==> src/rtl/axil_pkg.sv <==
// rtl/axil_pkg.sv - shared constants and FSM encodings for the AXI4-Lite register bank
package axil_pkg;

    localparam int REG_IDX_W = 6;

    localparam logic [1:0] RESP_OKAY   = 2'b00;
    localparam logic [1:0] RESP_SLVERR = 2'b10;
    localparam logic [1:0] RESP_DECERR = 2'b11;

    typedef enum logic {
        W_IDLE,
        W_RESP
    } wr_state_e;

    typedef enum logic {
        R_IDLE,
        R_RESP
    } rd_state_e;

endpackage

==> src/rtl/axil_reg_decode.sv <==
// rtl/axil_reg_decode.sv - combinational address decode into control/status/out-of-window
module axil_reg_decode
    import axil_pkg::*;
#(
    parameter logic [31:0] BASE_ADDR = 32'h0000_0000,
    parameter int          N_CTRL    = 8,
    parameter int          N_STAT    = 8
) (
    input  logic [31:0]          addr,
    output logic                 hit_ctrl,
    output logic                 hit_stat,
    output logic [REG_IDX_W-1:0] idx,
    output logic [1:0]           resp
);

    // Byte offset bits select nothing; a word index beyond the populated registers is a decode error.
    logic [1:0] unused_byte_bits;
    assign unused_byte_bits = addr[1:0];

    // Window compare on the upper address bits, then split the word index into control/status ranges.
    always_comb begin
        idx      = addr[7:2];
        hit_ctrl = 1'b0;
        hit_stat = 1'b0;
        resp     = RESP_DECERR;
        if (addr[31:8] == BASE_ADDR[31:8]) begin
            if (int'(addr[7:2]) < N_CTRL) begin
                hit_ctrl = 1'b1;
                resp     = RESP_OKAY;
            end else if (int'(addr[7:2]) < N_CTRL + N_STAT) begin
                hit_stat = 1'b1;
                resp     = RESP_OKAY;
            end
        end
    end

endmodule

==> src/rtl/axil_reg_bank.sv <==
// rtl/axil_reg_bank.sv - AXI4-Lite slave with RW control and RO status registers
module axil_reg_bank
    import axil_pkg::*;
#(
    parameter logic [31:0] BASE_ADDR = 32'h0000_0000,
    parameter int          N_CTRL    = 8,
    parameter int          N_STAT    = 8
) (
    input  logic                  clk,
    input  logic                  rst,
    input  logic [31:0]           s_axi_awaddr,
    input  logic [2:0]            s_axi_awprot,
    input  logic                  s_axi_awvalid,
    output logic                  s_axi_awready,
    input  logic [31:0]           s_axi_wdata,
    input  logic [3:0]            s_axi_wstrb,
    input  logic                  s_axi_wvalid,
    output logic                  s_axi_wready,
    output logic [1:0]            s_axi_bresp,
    output logic                  s_axi_bvalid,
    input  logic                  s_axi_bready,
    input  logic [31:0]           s_axi_araddr,
    input  logic [2:0]            s_axi_arprot,
    input  logic                  s_axi_arvalid,
    output logic                  s_axi_arready,
    output logic [31:0]           s_axi_rdata,
    output logic [1:0]            s_axi_rresp,
    output logic                  s_axi_rvalid,
    input  logic                  s_axi_rready,
    output logic [32*N_CTRL-1:0]  ctrl_o,
    input  logic [32*N_STAT-1:0]  stat_i,
    output logic [N_CTRL-1:0]     wr_pulse
);

    wr_state_e   wr_state_q, wr_state_d;
    rd_state_e   rd_state_q, rd_state_d;
    logic        aw_held_q, aw_held_d, w_held_q, w_held_d;
    logic [31:0] awaddr_q, awaddr_d, wdata_q, wdata_d;
    logic [3:0]  wstrb_q, wstrb_d;
    logic        bvalid_q, bvalid_d, rvalid_q, rvalid_d;
    logic [1:0]  bresp_q, bresp_d, rresp_q, rresp_d;
    logic [31:0] rdata_q, rdata_d;
    logic [31:0] ctrl_q [N_CTRL];
    logic [31:0] ctrl_d [N_CTRL];
    logic [N_CTRL-1:0] wr_pulse_q, wr_pulse_d;
    logic [31:0] stat_w [N_STAT];

    logic unused_prot;
    assign unused_prot = ^{s_axi_awprot, s_axi_arprot};

    // Readies depend only on registered state, never on the incoming valids.
    assign s_axi_awready = ~aw_held_q & ~bvalid_q;
    assign s_axi_wready  = ~w_held_q & ~bvalid_q;
    assign s_axi_arready = ~rvalid_q;

    logic aw_fire, w_fire, ar_fire, have_aw, have_w;
    assign aw_fire = s_axi_awvalid & s_axi_awready;
    assign w_fire  = s_axi_wvalid & s_axi_wready;
    assign ar_fire = s_axi_arvalid & s_axi_arready;
    assign have_aw = aw_held_q | aw_fire;
    assign have_w  = w_held_q | w_fire;

    // The write uses whichever half arrived earlier from the hold registers and the later half live.
    logic [31:0] wr_addr, wr_data;
    logic [3:0]  wr_strb;
    assign wr_addr = aw_held_q ? awaddr_q : s_axi_awaddr;
    assign wr_data = w_held_q ? wdata_q : s_axi_wdata;
    assign wr_strb = w_held_q ? wstrb_q : s_axi_wstrb;

    logic                 aw_hit_ctrl, aw_hit_stat, ar_hit_ctrl, ar_hit_stat;
    logic [REG_IDX_W-1:0] aw_idx, ar_idx;
    logic [1:0]           aw_resp, ar_resp;

    axil_reg_decode #(.BASE_ADDR(BASE_ADDR), .N_CTRL(N_CTRL), .N_STAT(N_STAT)) u_aw_decode (
        .addr(wr_addr), .hit_ctrl(aw_hit_ctrl), .hit_stat(aw_hit_stat), .idx(aw_idx), .resp(aw_resp)
    );

    axil_reg_decode #(.BASE_ADDR(BASE_ADDR), .N_CTRL(N_CTRL), .N_STAT(N_STAT)) u_ar_decode (
        .addr(s_axi_araddr), .hit_ctrl(ar_hit_ctrl), .hit_stat(ar_hit_stat), .idx(ar_idx), .resp(ar_resp)
    );

    for (genvar k = 0; k < N_CTRL; k++) begin : g_ctrl_out
        assign ctrl_o[32*k +: 32] = ctrl_q[k];
    end

    for (genvar j = 0; j < N_STAT; j++) begin : g_stat_in
        assign stat_w[j] = stat_i[32*j +: 32];
    end

    assign s_axi_bvalid = bvalid_q;
    assign s_axi_bresp  = bresp_q;
    assign s_axi_rvalid = rvalid_q;
    assign s_axi_rresp  = rresp_q;
    assign s_axi_rdata  = rdata_q;
    assign wr_pulse     = wr_pulse_q;

    // Write FSM: collect AW and W, execute once both are present, hold B until accepted.
    always_comb begin
        wr_state_d = wr_state_q;
        aw_held_d  = aw_held_q;
        w_held_d   = w_held_q;
        awaddr_d   = awaddr_q;
        wdata_d    = wdata_q;
        wstrb_d    = wstrb_q;
        bvalid_d   = bvalid_q;
        bresp_d    = bresp_q;
        wr_pulse_d = '0;
        for (int k = 0; k < N_CTRL; k++) ctrl_d[k] = ctrl_q[k];
        case (wr_state_q)
            W_IDLE: begin
                if (aw_fire) begin
                    aw_held_d = 1'b1;
                    awaddr_d  = s_axi_awaddr;
                end
                if (w_fire) begin
                    w_held_d = 1'b1;
                    wdata_d  = s_axi_wdata;
                    wstrb_d  = s_axi_wstrb;
                end
                if (have_aw && have_w) begin
                    bvalid_d   = 1'b1;
                    bresp_d    = aw_hit_stat ? RESP_SLVERR : aw_resp;
                    wr_state_d = W_RESP;
                    if (aw_hit_ctrl) begin
                        for (int k = 0; k < N_CTRL; k++) begin
                            if (aw_idx == REG_IDX_W'(k)) begin
                                for (int b = 0; b < 4; b++) begin
                                    if (wr_strb[b]) ctrl_d[k][8*b +: 8] = wr_data[8*b +: 8];
                                end
                                wr_pulse_d[k] = |wr_strb;
                            end
                        end
                    end
                end
            end
            W_RESP: begin
                if (s_axi_bready) begin
                    bvalid_d   = 1'b0;
                    aw_held_d  = 1'b0;
                    w_held_d   = 1'b0;
                    wr_state_d = W_IDLE;
                end
            end
            default: wr_state_d = W_IDLE;
        endcase
    end

    // Read FSM: register the selected value on the AR handshake, hold R until accepted.
    always_comb begin
        rd_state_d = rd_state_q;
        rvalid_d   = rvalid_q;
        rresp_d    = rresp_q;
        rdata_d    = rdata_q;
        case (rd_state_q)
            R_IDLE: begin
                if (ar_fire) begin
                    rvalid_d   = 1'b1;
                    rresp_d    = ar_resp;
                    rdata_d    = '0;
                    rd_state_d = R_RESP;
                    for (int k = 0; k < N_CTRL; k++) begin
                        if (ar_hit_ctrl && ar_idx == REG_IDX_W'(k)) rdata_d = ctrl_q[k];
                    end
                    for (int j = 0; j < N_STAT; j++) begin
                        if (ar_hit_stat && ar_idx == REG_IDX_W'(N_CTRL + j)) rdata_d = stat_w[j];
                    end
                end
            end
            R_RESP: begin
                if (s_axi_rready) begin
                    rvalid_d   = 1'b0;
                    rd_state_d = R_IDLE;
                end
            end
            default: rd_state_d = R_IDLE;
        endcase
    end

    // State registers; reset drops any pending transaction and unaccepted response.
    always_ff @(posedge clk) begin
        if (rst) begin
            wr_state_q <= W_IDLE;
            rd_state_q <= R_IDLE;
            aw_held_q  <= 1'b0;
            w_held_q   <= 1'b0;
            awaddr_q   <= '0;
            wdata_q    <= '0;
            wstrb_q    <= '0;
            bvalid_q   <= 1'b0;
            bresp_q    <= RESP_OKAY;
            rvalid_q   <= 1'b0;
            rresp_q    <= RESP_OKAY;
            rdata_q    <= '0;
            wr_pulse_q <= '0;
            for (int k = 0; k < N_CTRL; k++) ctrl_q[k] <= '0;
        end else begin
            wr_state_q <= wr_state_d;
            rd_state_q <= rd_state_d;
            aw_held_q  <= aw_held_d;
            w_held_q   <= w_held_d;
            awaddr_q   <= awaddr_d;
            wdata_q    <= wdata_d;
            wstrb_q    <= wstrb_d;
            bvalid_q   <= bvalid_d;
            bresp_q    <= bresp_d;
            rvalid_q   <= rvalid_d;
            rresp_q    <= rresp_d;
            rdata_q    <= rdata_d;
            wr_pulse_q <= wr_pulse_d;
            for (int k = 0; k < N_CTRL; k++) ctrl_q[k] <= ctrl_d[k];
        end
    end

endmodule

==> config.mk <==
export PLATFORM = sky130hd
export DESIGN_NAME = axil_reg_bank
export DESIGN_NICKNAME = d
export VERILOG_FILES = /design/src/rtl/axil_pkg.sv /design/src/rtl/axil_reg_decode.sv /design/src/rtl/axil_reg_bank.sv
export SDC_FILE = /design/constraint.sdc
export NUM_CORES = 1
export LEC_CHECK = 0
export ABC_CLOCK_PERIOD_IN_PS = 2800
export BUFFER_PORTS_ARGS = -buffer_cell sky130_fd_sc_hd__buf_2
export CAP_MARGIN = 5
export CELL_PAD_IN_SITES_DETAIL_PLACEMENT = 0
export CELL_PAD_IN_SITES_GLOBAL_PLACEMENT = 1
export CORE_AREA = 3 3 258 260
export CTS_CLUSTER_DIAMETER = 80
export DETAILED_ROUTE_END_ITERATION = 10
export DIE_AREA = 0 0 261 263
export PLACE_DENSITY_LB_ADDON = 0.1
export RECOVER_POWER = 100
export SKIP_LAST_GASP = 1
export SLEW_MARGIN = 20
export SYNTH_ARGS = -nofsm -noshare
export SYNTH_HDL_FRONTEND = slang
export SYNTH_SLANG_ARGS = --single-unit
==> constraint.sdc <==
create_clock -name clk -period 2.8 [get_ports clk]
set_clock_uncertainty 0.05 [all_clocks]
set_input_delay 0.7 -clock clk [delete_from_list [all_inputs] [get_ports clk]]
set_output_delay 0.7 -clock clk [all_outputs]
set_load 0.01 [all_outputs]
**Word-level counts from Yosys, hierarchy flattened**

Memory sizes are Yosys's and may differ from the RTL's.
Cells that the tools add are included.

- Equal/unequal tests: 28
- $lt $le $gt $ge: 4
- Reductions and logical operators: 38
- Bitwise operators: 31
- Muxes and demuxes: 106

Operator list:

| cell | count |
|---|---|
| 2-to-1 mux 32 bit | 34 |
| 2-to-1 mux 256 bit | 3 |
| 2-to-1 mux 8 bit | 32 |
| equality test 6 x 3 -> 1 bit (second input constant) | 8 |
| equality test 6 x 4 -> 1 bit (second input constant) | 8 |
| logical NOT 24 bit | 2 |
| OR reduction 5 bit | 8 |
| equality test 6 x 2 -> 1 bit (second input constant) | 4 |
| 2-to-1 mux 1 bit | 23 |
| logical AND 1 bit | 17 |
| NOT 1 bit | 16 |
| AND reduction 2 bit | 8 |
| 2-to-1 mux 2 bit | 7 |
| equality test 6 x 1 -> 1 bit (second input constant) | 2 |
| logical NOT 6 bit | 2 |
| less-than comparator 6 x 4 -> 1 bit (second input constant) | 2 |
| less-than comparator 6 x 5 -> 1 bit (second input constant) | 2 |
| != test 2 bit (second input constant) | 6 |
| one-hot mux 1 bit (2 select lines) | 6 |
| bitwise OR 1 bit | 10 |
| bitwise AND 1 bit | 5 |
| 2-to-1 mux 4 bit | 1 |
| OR reduction 4 bit | 1 |

- Output and inout port bits: 305
- Logic and storage cells: 228
- Memories: 1
- Memory bits (writable): 256
- Bits of input ports: 369
- Register bits: 118

Memory list:

| memory | words | width | rd ports | clocked after memory_dff | write ports | line | source |
|---|---|---|---|---|---|---|---|
| ctrl_q | 8 | 32 | 8 | 0 | 8 | axil_reg_bank.sv:43 | `logic [31:0] ctrl_q [N_CTRL];` |

**Logic depth before layout (Yosys ltp)**

- Word-level depth: 20
- Depth in mapped cells: 11
- Gate-level depth less buffers: 7

**Modules after synthesis**

From an unflattened synthesis, not the netlist that was laid out.

- Cell total of the unflattened synthesis: 2164
- Area total of the unflattened synthesis: 19691.4 µm²

By module, submodules not included:

| module | sequential area each (µm²) | area each (µm²) | cells each | instances |
|---|---|---|---|---|
| axil_reg_bank | 7487.2 | 19428.6 | 2124 | 1 |
| axil_reg_decode | 0.0 | 131.4 | 20 | 2 |

**Least setup slack after synthesis**

No wires, ideal clock.

- Path kind: input to register
- Start: input port s_axi_araddr[6]
- End: register rdata_q[30], in the netlist s_axi_rdata[30]
- Setup time: 114 ps
- Arrival: 2520 ps
- Stages on the path: 9
- Path slack: 116 ps
- Buffers on the path: 3
- Required time: 2636 ps
- Cells stage by stage: buf_2 -> or4b_1 -> buf_4 -> nor2_4 -> nand3_1 -> clkbuf_1 -> o22ai_1 -> o31ai_1 -> a21o_1

- Cells in the longest elaborated chain, start to end: 20
- Elaborated cells between the ends (all ways): 55
- Classes of those cells: 2 x order compare; 15 x eq/ne; 21 x mux; 17 x reduce/logical

Ends and longest elaborated chain:

| element | line | source |
|---|---|---|
| start, declared | axil_reg_bank.sv:22 | `input logic [31:0] s_axi_araddr,` |
| less-than comparator 6 x 4 -> 1 bit | axil_reg_decode.sv:27 | `if (int'(addr[7:2]) < N_CTRL) begin` |
| 2-to-1 mux 1 bit | axil_reg_decode.sv:27 |  |
| 2-to-1 mux 1 bit | axil_reg_decode.sv:26 | `if (addr[31:8] == BASE_ADDR[31:8]) begin` |
| logical AND 1 bit | axil_reg_bank.sv:162 | `if (ar_hit_ctrl && ar_idx == REG_IDX_W'(k)) rdata_d = ctrl_q[k];` |
| 2-to-1 mux 32 bit (8 in series) | axil_reg_bank.sv:162 |  |
| 2-to-1 mux 32 bit (7 in series) | axil_reg_bank.sv:165 | `if (ar_hit_stat && ar_idx == REG_IDX_W'(N_CTRL + j)) rdata_d = stat_w[j];` |
| 2-to-1 mux 32 bit (*) | axil_reg_bank.sv:165 |  |
| end signal, assigned | axil_reg_bank.sv:208 | `rdata_q <= rdata_d;` |
| end, declared | axil_reg_bank.sv:42 | `logic [31:0] rdata_q, rdata_d;` |

Every way passes the cells marked *; elsewhere a longest branch is shown, timed or not.
A chain may end at the register's enable or synchronous reset.

**Final worst setup path**

- Start: input port s_axi_araddr[7]
- End: register rdata_q[6], in the netlist s_axi_rdata[6]

The elaborated chain is that of the path after synthesis.

==> impl_metrics.yaml <==
status:
  status: "complete, no violations"
global_routing:
  grt_pass1_wl_um: 150100
  grt_pass1_vias: 20161
  track_usage_pct: 30.30
  gr-total-overflow: 0
  grt_antenna_before_repair: 30
  grt_max_degree: 54
drt:
  via_per_inst: 5.283
  antenna_left: 0
  vias: 20372
  first_pass_iters: 6
  wirelength_um: 109000
  drt-initial-drc-count: 1615
  post_drt_wl_per_cell_um: 28.26
  remaining_drc_errors: 0
timing:
  setup_ws_ps: 90.24
  hold_viol: 0
  min_period_ps: 2710
  hold-worst-slack_ps: 295.9
  rsz0062_at_grt: "no"
  min_period_over_period_pct: 96.78
  slew_headroom_pct: 30.40
  drv_slew: 0
  fmax_mhz: 369.0
  tightest_slew_ps: 1029
  setup_viol: 0
synth:
  yosys.area.top_type: "dfxtp_1"
  avgSynthCellArea_sq_um: 8.926
  synth.distinct_cells: 83
  synth_area_sq_um: 18840
  synth-main-ff-cell: "dfxtp_1"
  syn_inst: 2111
  yosys_warnings: 0
  yosysMostFrequentCell: "nand2_1"
  synth_edf_count: 0
  synth_common_cells: "nand2_1 (493), dfxtp_1 (371), mux2i_1 (293)"
  syn_nets: 2480
  yosysSeqAreaShare_pct: 39.42
  synth_top_cell_area_share_pct: 39.42
  synth-seq-cells: 371
  synth_area_leaders: "dfxtp_1 (39%), mux2i_1 (16%), nand2_1 (9.8%)"
  synthArstFlopShare_pct: 0
floorplan:
  die-width_um: 261
  ios: 674
  placementRows: 93
  core-area_sq_um: 64350
  initial_core_util_pct: 29.28
  dieArea_sq_um: 68640
  die_h_um: 263
power_and_ir_drop:
  p_leak_nw: 10.74
  powerDensity_nw_per_um2: 499.9
  peakVddDrop_mv: 0.4151
clock_network:
  hold_buffers: 0
  cts_tree: "built"
  clock_latency_ps: 590
  clock-root-buffer: "clkbuf_16"
  clockBufferDepth: 3
  clkSlewWorstSetupHoldPaths_ps: 60
  htreeDepth: 2
  cts_sinks: 371
  cts_inserted_buffers: 45
setup_path:
  critPathMaxFanout: 7
  end_kind: "flip-flop"
  path_cells: "buf_2, or4_1, nor2_1, buf_4, a221o_1, a22oi_1, or4_1, a21oi_1, o21a_1"
  path_depth: 9
  regToRegSetupSlack_ps: 130
  crit_path_end: "s_axi_rdata[6]$_SDFFE_PP0P_"
  startpoint_type: "primary input"
  slowest_delay_ps: 740
  cpMaxStageDelayCell: "or4_1"
  startpoint: "s_axi_araddr[7]"
  rr_worst_depth: 7
  r2r-end: "ctrl_q[1][85]$_SDFFE_PP0P_"
  critical_path_arrival_ps: 3190
  path_common_cell: "or4_1"
  worstSetupPathType: "primary input to flip-flop"
  crit_family: "simple AND/OR/NAND/NOR gates"
  worst-path-buf-inv: 2
  reg2reg_from: "aw_held_q$_SDFFE_PP0P_"
  required_ps: 3290
final_layout:
  area.growth.synth_to_final_pct: 39.73
  regArea_sq_um: 7428
  multiInputGateArea_sq_um: 10760
  nFillCells: 6747
  fin_nets: 3316
  drive_gt1_share_pct: 29.20
  postLayoutCoreUtil_pct: 40.92
placement:
  gp_congestion: 0.9501
  dpl.hpwl_um: 89270
  dp_slack_ps: -519.9
  portBuffers: 663
min_path:
  hp-class: "primary input to flip-flop"
job:
  maxCapViolations: 0
metal layers:
metal	part of all wire, %	track usage (%)	vias up
met3	8.1	7.609	194
met2	48	51.41	831
met1	39	36.11	9960
met4	4.6	13.17	2
li1	-	-	9385
met5	0.012	0	-
cell families after synthesis:
group / after synthesis / share of synthesized area, %
simple gates: 758 / 20.47
compound gates: 490 / 18.04
flops: 371 / 39.42
mux: 334 / 18.13
buf+inv: 158 / 3.938
cells in the final DEF, fill, tap and decap left out, types with 9 or more instances in the layout:
cell type	Yosys	routed
nand2_1	493	493
buf_2	30	412
dfxtp_1	371	370
mux2i_1	293	293
clkbuf_1	96	263
buf_4	6	240
a21oi_1	136	136
nor2_1	86	83
a22oi_1	49	49
o21ai_0	47	47
clkbuf_16	0	46
mux2_2	39	39
a221oi_1	38	38
buf_12	4	33
nor2_8	32	32
o22ai_1	26	26
o21ai_1	26	26
nand3_1	23	23
diode_2	0	22
a22o_1	22	22
nor3_1	21	20
o311a_1	17	17
o22a_1	17	17
nor4_1	12	12
nand2b_1	11	11
and3_1	11	11
o221ai_1	11	11
clkbuf_8	0	11
o31ai_1	9	9
worst min-delay path: cells and delay by family:
kind / cells / cell delay, ps
buf+inv: 1 / 80
compound gates: 2 / 110
power breakdown:
part / total [mW] / internal, mW / leakage [nW] / switching (mW)
sequential: 5.46 / 5.39 / 3.00 / 0.0680
combinational: 1.66 / 0.651 / 7.01 / 1.01
clock: 6.04 / 3.58 / 0.729 / 2.46
total: 13.2 / 9.62 / 10.7 / 3.54
flip-flops by register name (all words and copies together) (netlist names):
signal,cells
rd_state_q,1
ctrl_q,256
aw_held_q,1
s_axi_rvalid,1
wr_state_q,1
awaddr_q,30
wstrb_q,4
s_axi_bresp,2
s_axi_rresp,1
s_axi_bvalid,1
wr_pulse,8
s_axi_rdata,32
w_held_q,1
wdata_q,32
stage by stage:
step	std cells	TNS [ps]	cell area [sq um]	power (mW)
detailed placement	3750	-114560	25020	7.236
global route	3855	0	26330	13.63
global placement	3750	-101250	25020	7.214
CTS	3832	-6.806	26550	13.30
finish	3856	0	26330	13.16
floorplan	2111	0	18840	6.360
final cells by class:
| type | instances | share of cell area [%] |
|---|---|---|
| Multi-Input combinational cell | 1582 | 40.88 |
| Sequential cell | 371 | 28.21 |
| Timing Repair Buffer | 940 | 20.85 |
| Clock buffer | 69 | 5.118 |
| Tap cell | 855 | 4.063 |
| Clock inverter | 10 | 0.5417 |
| Antenna cell | 22 | 0.2091 |
| Inverter | 7 | 0.1283 |
timing repair:
item	in CTS	in global routing
pin swaps	9	3
gates resized for setup	0	4
buffers inserted	3	2
endpoints found under the setup margin	84	230
worst min-delay path by stage:
stage,from,endpoint,cells past startpoint
floorplan,awaddr_q[8]$_SDFFE_PP0P_,awaddr_q[8]$_SDFFE_PP0P_,2
global placement,wdata_q[14]$_SDFFE_PP0P_,wdata_q[14]$_SDFFE_PP0P_,2
detailed placement,awaddr_q[8]$_SDFFE_PP0P_,awaddr_q[8]$_SDFFE_PP0P_,2
CTS,stat_i[225],s_axi_rdata[1]$_SDFFE_PP0P_,3
global route,stat_i[229],s_axi_rdata[5]$_SDFFE_PP0P_,3
finish,stat_i[225],s_axi_rdata[1]$_SDFFE_PP0P_,3
Power figures use the tool's default switching activity.
